$ cat src/rtl/ifetch_pkg.sv
// Shared types and helpers for the buffered instruction fetch unit.
package ifetch_pkg;

   localparam int ADDR_W     = 32;
   localparam int FETCH_W    = 4;
   localparam int WORD_IDX_W = $clog2(FETCH_W);
   localparam int LINE_BYTES = 4 * FETCH_W;
   localparam int MASK_MAX   = 64;

   typedef struct packed {
      logic [32*FETCH_W-1:0] words;
      logic [FETCH_W-1:0]    mask;
      logic [ADDR_W-1:0]     pc;
   } fetch_entry_t;

   // Slots at or after the entry offset are valid; callers truncate to their line width.
   function automatic logic [MASK_MAX-1:0] line_mask(input int unsigned idx);
      logic [MASK_MAX-1:0] m;
      m = '0;
      for (int unsigned i = 0; i < MASK_MAX; i++) begin
         m[i] = (i >= idx);
      end
      return m;
   endfunction

endpackage

$ cat src/rtl/fetch_fifo.sv
// Synchronous line queue between fetch and decode; flush wins over push/pop.
module fetch_fifo
   import ifetch_pkg::*;
#(
   parameter type entry_t = fetch_entry_t,
   parameter int  DEPTH   = 4,
   localparam int PW      = $clog2(DEPTH)
) (
   input  logic   clock,
   input  logic   reset_n,
   input  logic   push,
   input  logic   pop,
   input  logic   flush,
   input  entry_t wdata,
   output logic   full,
   output logic   empty,
   output logic [PW:0] count,
   output entry_t head
);

   entry_t        mem [DEPTH];
   logic [PW-1:0] wr_ptr;
   logic [PW-1:0] rd_ptr;
   logic          do_push;
   logic          do_pop;

   assign full  = (count == (PW+1)'(DEPTH));
   assign empty = (count == '0);
   assign head  = mem[rd_ptr];

   always_comb begin
      do_push = push & ~full & ~flush & reset_n;
      do_pop  = pop & ~empty & ~flush & reset_n;
   end

   always_ff @(posedge clock) begin
      if (!reset_n || flush) begin
         wr_ptr <= '0;
         rd_ptr <= '0;
         count  <= '0;
      end else begin
         if (do_push) wr_ptr <= wr_ptr + PW'(1);
         if (do_pop)  rd_ptr <= rd_ptr + PW'(1);
         case ({do_push, do_pop})
            2'b10:   count <= count + (PW+1)'(1);
            2'b01:   count <= count - (PW+1)'(1);
            default: count <= count;
         endcase
      end
   end

   // Storage needs no reset: the head is only observed while count is nonzero.
   always_ff @(posedge clock) begin
      if (do_push) mem[wr_ptr] <= wdata;
   end

endmodule

$ cat src/rtl/ifetch_buffered.sv
// Decoupled line fetch: PC register, cache request/accept, slot mask, gated queue head.
module ifetch_buffered
   import ifetch_pkg::*;
#(
   parameter int                  ADDR_WIDTH  = 32,
   parameter int                  FETCH_WORDS = 4,
   parameter int                  QDEPTH      = 4,
   parameter logic [ADDR_WIDTH-1:0] RESET_PC  = '0
) (
   input  logic                      clock,
   input  logic                      reset_n,
   output logic [ADDR_WIDTH-1:0]     cache_addr,
   output logic                      cache_rd,
   input  logic [32*FETCH_WORDS-1:0] cache_data,
   input  logic                      cache_waitrequest,
   input  logic                      load_pc,
   input  logic [ADDR_WIDTH-1:0]     new_pc,
   output logic                      out_valid,
   input  logic                      out_ready,
   output logic [32*FETCH_WORDS-1:0] out_words,
   output logic [FETCH_WORDS-1:0]    out_mask,
   output logic [ADDR_WIDTH-1:0]     out_pc,
   output logic [$clog2(QDEPTH):0]   q_count,
   output logic                      branch_stall
);

   localparam int WI     = $clog2(FETCH_WORDS);
   localparam int LINE_B = 4 * FETCH_WORDS;
   localparam logic [ADDR_WIDTH-1:0] OFF_MASK = ADDR_WIDTH'(LINE_B - 1);

   typedef struct packed {
      logic [32*FETCH_WORDS-1:0] words;
      logic [FETCH_WORDS-1:0]    mask;
      logic [ADDR_WIDTH-1:0]     pc;
   } entry_t;

   logic [ADDR_WIDTH-1:0]  pc;
   logic [ADDR_WIDTH-1:0]  base;
   logic [WI-1:0]          line_idx;
   logic [FETCH_WORDS-1:0] new_mask;
   logic                   accept;
   logic                   pop;
   logic                   full;
   logic                   empty;
   entry_t                 wdata;
   entry_t                 head;

   assign line_idx = pc[WI+1:2];
   assign base     = pc & ~OFF_MASK;
   assign new_mask = FETCH_WORDS'(line_mask(32'(line_idx)));

   assign cache_addr   = pc;
   assign cache_rd     = ~full & ~load_pc;
   assign accept       = cache_rd & ~cache_waitrequest;
   assign branch_stall = cache_rd & cache_waitrequest;

   assign out_valid = ~empty;
   assign pop       = out_valid & out_ready;

   assign wdata = '{words: cache_data, mask: new_mask, pc: base};

   always_ff @(posedge clock) begin
      if (!reset_n) begin
         pc <= RESET_PC;
      end else if (load_pc) begin
         pc <= new_pc & ~ADDR_WIDTH'(3);
      end else if (accept) begin
         pc <= base + ADDR_WIDTH'(LINE_B);
      end
   end

   fetch_fifo #(
      .entry_t (entry_t),
      .DEPTH   (QDEPTH)
   ) u_fifo (
      .clock   (clock),
      .reset_n (reset_n),
      .push    (accept),
      .pop     (pop),
      .flush   (load_pc),
      .wdata   (wdata),
      .full    (full),
      .empty   (empty),
      .count   (q_count),
      .head    (head)
   );

   // Head is gated so an empty queue presents all-zero payload.
   assign out_words = empty ? '0 : head.words;
   assign out_mask  = empty ? '0 : head.mask;
   assign out_pc    = empty ? '0 : head.pc;

endmodule

$ cat config.mk
export PLATFORM = sky130hd
export DESIGN_NAME = ifetch_buffered
export DESIGN_NICKNAME = d
export VERILOG_FILES = /design/src/rtl/ifetch_pkg.sv /design/src/rtl/fetch_fifo.sv /design/src/rtl/ifetch_buffered.sv
export SDC_FILE = /design/constraint.sdc
export NUM_CORES = 1
export LEC_CHECK = 0
export ABC_AREA = 1
export BUFFER_PORTS_ARGS = -buffer_cell sky130_fd_sc_hd__buf_4
export CELL_PAD_IN_SITES_DETAIL_PLACEMENT = 1
export CELL_PAD_IN_SITES_GLOBAL_PLACEMENT = 1
export CORE_MARGIN = 2
export CORE_UTILIZATION = 41
export DETAILED_ROUTE_END_ITERATION = 8
export PLACE_DENSITY_LB_ADDON = 0.2
export RECOVER_POWER = 50
export SYNTH_ARGS = -nofsm -noshare
export SYNTH_HDL_FRONTEND = slang
export SYNTH_SLANG_ARGS = --single-unit
$ cat constraint.sdc
create_clock -name clock -period 9 [get_ports clock]
set_input_delay 1.8 -clock clock [delete_from_list [all_inputs] [get_ports clock]]
set_output_delay 1.8 -clock clock [all_outputs]
set_load 0.02 [all_outputs]
# [Yosys cells after proc, flatten, opt, wreduce, memory -nomap -nowiden]
# Memory sizes are Yosys's and may differ from the RTL's. A register that Yosys moved wholly into a read port is not among the register bits.
# Cells that the tools add are included.
[totals] reg_bits=39 mem_bits_rw=636 input_bits=165 output_inout_bits=202 word_cells=48 mem_count=1
[op_classes] add_sub_neg=5 n_lt_le_gt_ge=3 n_eq_ne=3 n_mux=10 n_bitwise=15 reduce_logical=6
[mem_list] memory="u_fifo.mem" depth=4 word_bits=159 rd=1 rd_clocked_by_memory_dff=1 wr=1 line="fetch_fifo.sv:21" rtl="entry_t mem [DEPTH];"
[ops] cell="2-to-1 mux 128 bit" n=1
[ops] cell="2-to-1 mux 32 bit" n=3
[ops] cell="adder 32 x 5 -> 32 bit, second input constant" n=1
[ops] cell="AND 1 bit" n=10
[ops] cell="case mux 3 bit (2 select lines)" n=1
[ops] cell="NOT 1 bit" n=5
[ops] cell="adder 2 x 1 -> 2 bit, second input constant" n=2
[ops] cell=">= comparator 1 x 2 -> 1 bit, first input constant" n=2
[ops] cell="2-to-1 mux 2 bit" n=2
[ops] cell="2-to-1 mux 4 bit" n=1
[ops] cell="nonzero test 2 bit" n=2
[ops] cell="adder 3 x 1 -> 3 bit, second input constant" n=1
[ops] cell="== test 3 bit, second input constant" n=1
[ops] cell="logical NOT 3 bit" n=1
[ops] cell="subtractor 3 x 1 -> 3 bit, second input constant" n=1
[ops] cell="== test 2 x 1 -> 1 bit, second input constant" n=1
[ops] cell="== test 2 bit, second input constant" n=1
[ops] cell=">= comparator 2 bit, first input constant" n=1
[ops] cell="2-to-1 mux 1 bit" n=2
[ops] cell="OR reduction 2 bit" n=1
[ops] cell="logical NOT 1 bit" n=1
[ops] cell="logical OR 1 bit" n=1

# [Logic depth before layout (Yosys ltp)]
[depth] depth_word=9 ltp_mapped=13 mapped_depth_nobuf=12

# [By module]
# From an unflattened synthesis, not the netlist that was laid out.
[unflattened] hier_cells=2361 area_unflattened_um2=28278.4
[by_module_without_submodules] mod="fetch_fifo" instances=1 cells_per_inst=1660 area_per_inst_um2=24682.4 seq_area_each_um2=19879.1
[by_module_without_submodules] mod="ifetch_buffered" instances=1 cells_per_inst=701 area_per_inst_um2=3595.9 seq_area_each_um2=600.6

# [Worst setup path before layout]
# Ideal clock, no wire load.
[synth_path] kind="input to register" startpoint="input load_pc" endpoint="memory u_fifo.mem[0][0] in the netlist's numbering (enable)" setup_time_ns=0.680 t_arrival_ns=8.993 required_ns=8.320 path_slack_ns=-0.672 path_stages=6 path_cell_list="inv_1 > nand2_2 > nor2_4 > buf_4 > nand2_2 > nor2_1"
[synth_between] elab_chain_cells=8
[synth_rtl] element="start, declared" line="ifetch_buffered.sv:16" rtl="input logic load_pc,"
[synth_rtl] element="NOT 1 bit (*)" line="fetch_fifo.sv:32, ifetch_buffered.sv:53"
[synth_rtl] element="AND 1 bit" line="ifetch_buffered.sv:53" rtl="assign cache_rd = ~full & ~load_pc;"
[synth_rtl] element="AND 1 bit" line="ifetch_buffered.sv:54" rtl="assign accept = cache_rd & ~cache_waitrequest;"
[synth_rtl] element="AND 1 bit" line="fetch_fifo.sv:32" rtl="do_push = push & ~full & ~flush & reset_n;"
[synth_rtl] element="AND 1 bit (*) (2 in a row)" line="fetch_fifo.sv:32"
[synth_rtl] element="2-to-1 mux 1 bit (*)" line="fetch_fifo.sv:54" rtl="if (do_push) mem[wr_ptr] <= wdata;"
[synth_rtl] element="2-to-1 mux 1 bit (implied by the code) (*)" line="fetch_fifo.sv:54"
[synth_rtl] element="end, declared" line="fetch_fifo.sv:21"
# Mark *: on every way between the ends. The rest lies on a longest branch, timed or not.

# [Final worst setup path]
[layout_path] startpoint="input load_pc" endpoint="memory u_fifo.mem[3][153] in the netlist's numbering (enable)"
# Same word-level chain as after synthesis.

==> results.yml <==
routing:
  viasPerCell: 5.247
  wl_per_cell_um: 21.24
  num_vias: 18620
  wl_um: 75370
  dr.pass1.iters: 5
  drtAntennaViolNets: 0
  drt_iter0_drc: 998
  drc: 0
sta:
  period_minus_slack_ns: 5.967
  max_freq_mhz: 167.6
  rsz0062_at_grt: "false"
  finalClockSkew_ns: 0.02589
  final.period_utilization_pct: 66.30
  maxSlewHeadroom_pct: -44.07
  tightest_slew_ns: 2.153
  tns_ns: 0
  setup_viol: 0
  slew_viol_final: 91
  fin_ws_ns: 3.033
  hold_violations: 0
setup_path:
  crit_path_start_kind: "input port"
  end_kind: "flip-flop"
  arrival_ns: 6.20
  crit_fanout: 47
  path_class: "in -> reg"
  required_ns: 9.23
finish:
  final_cell_area_um2: 32260
  multi_input_area_um2: 6299
  fill_cells: 6959
  drive_gt1_share_pct: 12.98
  final_common_cell: "nor2_1"
  fin_nets: 2787
  final_cells: 3548
  regArea_um2: 19890
  mostFrequentLayoutCells: "nor2_1, edfxtp_1, o21ai_0"
  syn_to_final_growth_pct: 19.61
synthesis:
  synth_area_um2: 26970
  synth_edf_count: 636
  syn_avg_cell_area_um2: 11.75
  synthDistinctLibCells: 36
  synthCells: 2296
  synth-main-ff-cell: "edfxtp_1"
  synth_seq_cells: 675
  synth-async-reset-ratio_pct: 0
  seq_area_frac_synth_pct: 73.70
  ys_warn_count: 0
global_routing:
  met3_usage_pct: 4.507
  top_usage_layer: "met2"
  grt_pass1_wl_um: 113600
  grt_use_met2_pct: 38.73
  grtUsageMet1_pct: 26.17
  grt_max_degree: 204
  antenna_found_initial: 14
  grt_pass1_vias: 19880
  grt-ovfl-total: 0
  grt_usage_pct: 21.97
clock_network:
  cts_buffers: 74
  cts_resized: 0
  clk_latency_ns: 0.61
  postCtsSetupRepairBufs: 0
  clk_path_buf_depth: 3
  path_clk_slew_ns: 0.05
  htreeDepth: 3
  cts_tree: "done"
  ctsHoldBuffers: 0
  clock-sinks: 675
  cts_root_buf: "clkbuf_16"
floorplanning:
  start_util_pct: 41.25
  core_region_area_um2: 65390
  fp-row-count: 94
  die_h_um: 260.5
  ioPinCount: 367
  die_w_um: 260.5
  die_area_um2: 67860
pwr:
  p_total_mw: 6.909
  powerDensity_nw_per_um2: 214.1
  p_leak_nw: 11.19
  peakVddDrop_v: 0.0001211
run:
  max-cap-violations: 5
placement:
  dp_cells: 3403
  portBuffers: 358
  placed_cell_area_um2: 30370
  dp_hpwl_um: 43290
  place_congestion: 0.7910
  dp_worst_setup_slack_ns: 3.849
run_status:
  violations: "capacitance limit, slew limit"
  status: "finished with violations"
worst_hold_path:
  min-delay-path-class: "reg -> reg"
report_power, final:
group,switching (mW),internal (mW),total (mW)
logic,0.183,0.0846,0.268
clock network,1.23,1.90,3.13
registers,0.0350,3.48,3.51
total,1.45,5.46,6.91
path summary, 6_finish.rpt:
kind	cells past startpoint	start	end	slack [ns]
worst max-delay path	8	load_pc	u_fifo.mem[3][153]	3.03
worst min-delay path	2	u_fifo.rd_ptr[1]	flip-flop	0.46
worst max register to register	8	u_fifo.count[0]	u_fifo.mem[3][153]	4.01
worst min register to register	2	u_fifo.rd_ptr[1]	flip-flop	0.46
layout make-up:
type | count | share of cell area (%)
clock inverter | 46 | 1.652
multi-input combinational | 1439 | 19.52
sequential | 675 | 61.64
clock buffer | 89 | 6.174
antenna | 10 | 0.07756
inverter | 44 | 0.5585
timing repair buffer | 381 | 7.023
tap | 864 | 3.351
synth_stat cells, types with 7 or more instances:
library cell	n	area (µm²)
inv_1	37	138.9
edfxtp_1	636	19100
buf_4	9	67.56
nor2_1	717	2691
o21ai_0	329	1647
clkbuf_1	70	262.8
dfxtp_1	39	780.8
o21ai_1	12	60.06
buf_1	10	37.54
inv_2	7	26.28
nand3_1	29	145.1
a21oi_1	193	965.9
buf_2	52	260.3
nand2_1	108	405.4
sequential cells by signal, summed over array words and instances (netlist names), named ones only:
register       flops
u_fifo.wr_ptr      2
u_fifo.count       3
u_fifo.mem       636
u_fifo.rd_ptr      2
cache_addr        30
layer usage:
| layer | share of wire (%) | vias to the layer above | wire (µm) |
|---|---|---|---|
| li1 | - | 8691 | - |
| met1 | 41 | 9393 | 30590 |
| met2 | 51 | 399 | 38560 |
| met3 | 5.3 | 124 | 4011 |
| met4 | 2.8 | 10 | 2128 |
| met5 | 0.10 | - | 75 |
metrics by stage:
stage / util [%] / hold WS [ns]
after floorplan: - / 0.4417
after global placement: 46.44 / 0.4416
after detailed placement: 46.44 / 0.4574
after CTS: 50.30 / 0.4687
after global routing: 49.33 / 0.5057
final: 49.34 / 0.4601
critical path: stages:
cell      delay [ns]
clkbuf_1        0.41
inv_1           0.20
nand2_1         0.14
nor2_4          0.11
clkbuf_1        0.58
nand2_1         0.36
nor2_1          1.68
buf_4           0.87
kinds of logic (layout without fill, tap and decap cells):
family | Yosys count | count (layout) | share of synthesized area (%)
simple gates | 881 | 881 | 12.67
flops | 675 | 675 | 73.70
compound gates | 542 | 542 | 10.14
buf+inv | 187 | 560 | 3.024
fa+ha+maj | 7 | 7 | 0.3525
xor+xnor | 3 | 3 | 0.09743
other cells | 1 | 16 | 0.01390
Note: power is estimated with default switching activity, not from simulation.
